==> src/rtl/key_cond_pkg.sv <==
// key_cond_pkg: shared FSM state type and counter sizing helper for the key conditioner.
package key_cond_pkg;

    typedef enum logic [1:0] {IDLE, DB_PRESS, HELD, DB_RELEASE} key_state_t;

    function automatic int cnt_width(input int max);
        return (max < 1) ? 1 : $clog2(max + 1);
    endfunction

endpackage

==> src/rtl/key_channel.sv <==
// key_channel: synchronise, debounce and classify one active-low key, with optional auto-repeat.
module key_channel
    import key_cond_pkg::*;
#(
    parameter int DEBOUNCE_CYCLES = 500000,
    parameter int REPEAT_EN       = 0,
    parameter int HOLD_CYCLES     = 25000000,
    parameter int REPEAT_CYCLES   = 5000000
) (
    input  logic Clk,
    input  logic Reset,
    input  logic Key_n,
    output logic Level,
    output logic Pressed,
    output logic Released,
    output logic Repeat
);

    localparam int DW   = cnt_width(DEBOUNCE_CYCLES);
    localparam int RMAX = (HOLD_CYCLES > REPEAT_CYCLES) ? HOLD_CYCLES : REPEAT_CYCLES;
    localparam int RW   = cnt_width(RMAX);
    localparam logic [DW-1:0] DB_LAST   = DW'(DEBOUNCE_CYCLES - 1);
    localparam logic [RW-1:0] HOLD_LAST = RW'(HOLD_CYCLES - 1);
    localparam logic [RW-1:0] REP_LAST  = RW'(REPEAT_CYCLES - 1);

    logic [1:0]    sync_q;
    logic          sync;
    key_state_t    state;
    logic [DW-1:0] cnt;
    logic [RW-1:0] rtimer;
    logic          rep_phase;
    logic          rep_hit;

    assign sync    = sync_q[1];
    // rep_phase selects the initial hold delay versus the steady repeat period
    assign rep_hit = rtimer == (rep_phase ? REP_LAST : HOLD_LAST);

    always_ff @(posedge Clk) begin
        if (!Reset) begin
            sync_q    <= '0;
            state     <= IDLE;
            cnt       <= '0;
            rtimer    <= '0;
            rep_phase <= 1'b0;
            Level     <= 1'b0;
            Pressed   <= 1'b0;
            Released  <= 1'b0;
            Repeat    <= 1'b0;
        end else begin
            sync_q   <= {sync_q[0], ~Key_n};
            Pressed  <= 1'b0;
            Released <= 1'b0;
            Repeat   <= 1'b0;
            case (state)
                IDLE: begin
                    if (sync) begin
                        state <= DB_PRESS;
                        cnt   <= '0;
                    end
                end
                DB_PRESS: begin
                    if (!sync) begin
                        state <= IDLE;
                    end else if (cnt == DB_LAST) begin
                        state     <= HELD;
                        Pressed   <= 1'b1;
                        Level     <= 1'b1;
                        rtimer    <= '0;
                        rep_phase <= 1'b0;
                    end else begin
                        cnt <= cnt + 1'b1;
                    end
                end
                HELD: begin
                    if (!sync) begin
                        state <= DB_RELEASE;
                        cnt   <= '0;
                    end else if (REPEAT_EN != 0) begin
                        if (rep_hit) begin
                            Repeat    <= 1'b1;
                            rtimer    <= '0;
                            rep_phase <= 1'b1;
                        end else begin
                            rtimer <= rtimer + 1'b1;
                        end
                    end
                end
                DB_RELEASE: begin
                    if (sync) begin
                        state     <= HELD;
                        rtimer    <= '0;
                        rep_phase <= 1'b0;
                    end else if (cnt == DB_LAST) begin
                        state    <= IDLE;
                        Released <= 1'b1;
                        Level    <= 1'b0;
                    end else begin
                        cnt <= cnt + 1'b1;
                    end
                end
                default: state <= IDLE;
            endcase
        end
    end

endmodule

==> src/rtl/key_conditioner.sv <==
// key_conditioner: N independent debounced key channels with press, release and repeat strobes.
module key_conditioner
    import key_cond_pkg::*;
#(
    parameter int N_KEYS          = 4,
    parameter int DEBOUNCE_CYCLES = 500000,
    parameter int REPEAT_EN       = 0,
    parameter int HOLD_CYCLES     = 25000000,
    parameter int REPEAT_CYCLES   = 5000000
) (
    input  logic              Clk,
    input  logic              Reset,
    input  logic [N_KEYS-1:0] Keys_n,
    output logic [N_KEYS-1:0] Level,
    output logic [N_KEYS-1:0] Pressed,
    output logic [N_KEYS-1:0] Released,
    output logic [N_KEYS-1:0] Repeat
);

    for (genvar i = 0; i < N_KEYS; i++) begin : g_ch
        key_channel #(
            .DEBOUNCE_CYCLES(DEBOUNCE_CYCLES),
            .REPEAT_EN      (REPEAT_EN),
            .HOLD_CYCLES    (HOLD_CYCLES),
            .REPEAT_CYCLES  (REPEAT_CYCLES)
        ) u_ch (
            .Clk     (Clk),
            .Reset   (Reset),
            .Key_n   (Keys_n[i]),
            .Level   (Level[i]),
            .Pressed (Pressed[i]),
            .Released(Released[i]),
            .Repeat  (Repeat[i])
        );
    end

endmodule

==> config.mk <==
export PLATFORM = sky130hd
export DESIGN_NAME = key_conditioner
export DESIGN_NICKNAME = d
export VERILOG_FILES = /design/src/rtl/key_cond_pkg.sv /design/src/rtl/key_channel.sv /design/src/rtl/key_conditioner.sv
export SDC_FILE = /design/constraint.sdc
export NUM_CORES = 1
export LEC_CHECK = 0
export CAP_MARGIN = 20
export CORE_MARGIN = 8
export CORE_UTILIZATION = 55
export DETAILED_ROUTE_END_ITERATION = 7
export GPL_TIMING_DRIVEN = 0
export PLACE_DENSITY = 0.8
export SYNTH_ARGS = -nofsm -noshare
export SYNTH_HDL_FRONTEND = slang
export SYNTH_HIERARCHICAL = 1
export SYNTH_SLANG_ARGS = --single-unit
==> constraint.sdc <==
create_clock -name Clk -period 5.35 [get_ports Clk]
set_input_delay 1.07 -clock Clk [delete_from_list [all_inputs] [get_ports Clk]]
set_output_delay 1.07 -clock Clk [all_outputs]
set_load 0.05 [all_outputs]
==> results of run 1 <==
registers in the layout (all words and copies together) (netlist names), named ones only:
register            cells
g_ch.u_ch/sync_q        8
g_ch.u_ch/Level         4
g_ch.u_ch/Released      4
g_ch.u_ch/Pressed       4
g_ch.u_ch/cnt          76
g_ch.u_ch/state         4
metal layers:
metal	vias to the layer above	routed length, um	part of all wire (%)	global-route usage, %
met5	-	0	0	0
met4	0	140	1.1	7.81
met3	14	693	5.4	4.11
met2	182	6290	49	34.1
met1	2462	5630	44	23.3
li1	2543	-	-	-
synth_stat cells, types with 16 or more instances:
cell type,number
clkbuf_1,36
o21ai_0,24
o22ai_1,16
nor4_1,20
and3_1,16
a21oi_1,52
nor2_1,24
o31ai_1,24
mux2i_1,16
or4_1,28
dfxtp_1,104
nand3_1,52
nand2_1,60
inv_1,16
nand4_1,36
placed cells by master (no fill, tap or decap), drive strengths merged, types with 17 or more instances in the layout:
master / instances
dfxtp: 104
nand2: 60
a21oi: 52
nand3: 52
clkbuf: 48
nand4: 36
or4: 28
o21ai: 28
nor2: 24
o31ai: 24
nor4: 20
clkdlybuf4s50: 17
inv: 17
where the power goes:
part	switching [W]	internal [W]	leakage [nW]	total, W
registers	0.00000440	0.000779	0.840	0.000783
logic	0.0000449	0.0000178	0.878	0.0000627
clock network	0.000266	0.000339	0.127	0.000605
logic make-up (layout without fill, tap and decap cells):
family                     after synthesis  after routing  synth area share, %
AOI/OAI and AO/OA                      136            136                 14.9
xor gates and xnor gates                16             16                 2.62
adders and majority gates                4              4                0.935
buffers and inverters                   56             89                 4.21
DFF                                    104            104                 38.9
muxes                                   20             20                 3.83
other                                    4              4                0.280
and+or+nand+nor                        316            316                 34.4
metrics by stage:
step                      hold WS [ns]  cell area [um^2]
final                            0.438              5950
after global routing             0.450              5950
after CTS                        0.440              5950
after detailed placement         0.419              5690
after global placement           0.415              5690
after floorplan                  0.412              5360
final cells by class:
type | instances | area, um^2
timing repair buffer | 17 | 170
clock buffer | 12 | 155
inverter | 16 | 60.1
tap | 133 | 166
multi-input combinational | 496 | 3050
clock inverter | 4 | 98.8
sequential | 104 | 2080
buffer | 40 | 165
fill | 874 | 3650
worst paths after layout:
check / end / cells past startpoint / startpoint / slack, ns
hold / removal: g_ch[2].u_ch/sync_q[1]$_SDFF_PN0_ / 1 / g_ch[2].u_ch/sync_q[0]$_SDFF_PN0_ / 0.44
setup reg to reg: g_ch[2].u_ch/cnt[18]$_SDFFE_PN0P_ / 6 / g_ch[2].u_ch/cnt[6]$_SDFFE_PN0P_ / 3.19
setup / recovery: Level[2] / 1 / g_ch[2].u_ch/Level$_SDFFE_PN0P_ / 2.70
hold reg to reg: g_ch[2].u_ch/sync_q[1]$_SDFF_PN0_ / 1 / g_ch[2].u_ch/sync_q[0]$_SDFF_PN0_ / 0.44
==> impl_metrics.toml, run 1 <==
[yosys]
synth_top_cell_by_area = "dfxtp_1"
yosys.area.top_type_share_pct = 38.9
ys_ff_latch = 104
synth_edf_count = 0
syn_avg_cell_area_um2 = 8.16
ys_async_sr_fraction_pct = 0
syn_area_um2 = 5360
yosysSeqAreaShare_pct = 38.9
synthDistinctLibCells = 37
syn-num-nets = 666
synth_top_flop_cell = "dfxtp_1"
yosys_warnings = 6
synthCells = 656
ys_top_cells_by_area = "dfxtp_1 39%, a21oi_1 4.9%, nand3_1 4.9%, nand2_1 4.2%, nand4_1 4.2%"

[sta]
hold_viol = 0
fmax_mhz = 377
worst_pin_slew_ns = 0.737
worst_slack_ns = 2.70
setup_viol = 0
finalCritPeriodShare_pct = 49.6
rsz0062_at_grt = "false"
relSlewSlack_pct = 50.5
finClkSkew_ns = 0.0155
setup_tns_ns = 0
min_period_ns = 2.65
final-max-slew-violation-count = 0

[setup_path]
cp.arrival_ns = 1.58
worstPathMaxFanout = 3
slowest_delay_ns = 0.83
critPathTopFamily = "buffers and inverters"
cp_data_required_time_ns = 4.28
endpoint_kind = "output port"
slowest_stage = "clkdlybuf4s50_1"
crit_path_cell_trace = "clkdlybuf4s50_1"
crit_buf_inv = 1
critPathKind = "reg2out"
startpoint_type = "flop"

[grt]
grt_pass1_vias = 4799
grt_overflow = 0
grt_max_degree = 17
grt_pass1_wl_um = 21700
track_usage_pct = 19.8
antenna_found_initial = 0

[clock_tree]
post_cts_resize_count = 0
clk_latency_ns = 0.37
root_buffer = "clkbuf_8"
cts_buffers = 9
cts_tree = "yes"
cts_hold_buf = 0
clock-sinks = 104
cts_setup_buffers = 0
cts.path.max_buffers = 2
path_clk_slew_ns = 0.10
cts_max_level = 3

[hold_path]
min_path_type = "reg2reg"

[drt]
drt_iter0_drc = 412
vias = 5201
drc_errors = 0
ant_nets = 0
via_per_inst = 6.33
routedWlPerCell_um = 15.5
wl_um = 12800
firstDrtPassIters = 5

[final_layout]
diodes = 0
final_util_pct = 62.0
final_cells = 822
area_growth_pct = 11.0
nets = 694
drive_gt1_share_pct = 3.92

[placed_design]
port_buffers = 17
dp_slack_ns = 2.42
dp_cells = 806
gp_congestion = 0.871
post-dp-hpwl_um = 8900

[power_and_ir_drop]
leakage_nw = 1.84
ir_drop_v = 0.000199
power_w = 0.00145
power.density_nw_per_um2 = 244

[run]
drv_cap = 0

[floorplanning]
core_area_um2 = 9590
die_h_um = 115
design.portCount = 22
die_area_um2 = 13200
placementRows = 36
die_x_um = 115
start_util_pct = 55.8

[run_status]
status = "complete, no violations"
Power figures use the tool's default switching activity.
==> inputs of run 2 (changes only) <==
Clock period 5.35 ns to 2.5 ns, I/O delays scaled along.
==> results of run 2 <==
The final DEF is identical to that of run 1. Status: complete, no violations.
Among the figures that moved: setup slack after placement 2.42 ns -> 0.135 ns; clock-pin slew on the worst setup and hold paths 0.10 ns -> 0.09 ns; setup slack after layout 2.70 ns -> 0.339 ns; start point of the critical path g_ch[2].u_ch/Level$_SDFFE_PN0P_ -> g_ch[2].u_ch/cnt[6]$_SDFFE_PN0P_; end point of the critical path Level[2] -> g_ch[2].u_ch/cnt[18]$_SDFFE_PN0P_; register-to-register setup slack 3.19 ns -> 0.34 ns; total power 0.00145 W -> 0.00310 W; worst IR drop on VDD 0.000199 V -> 0.000426 V
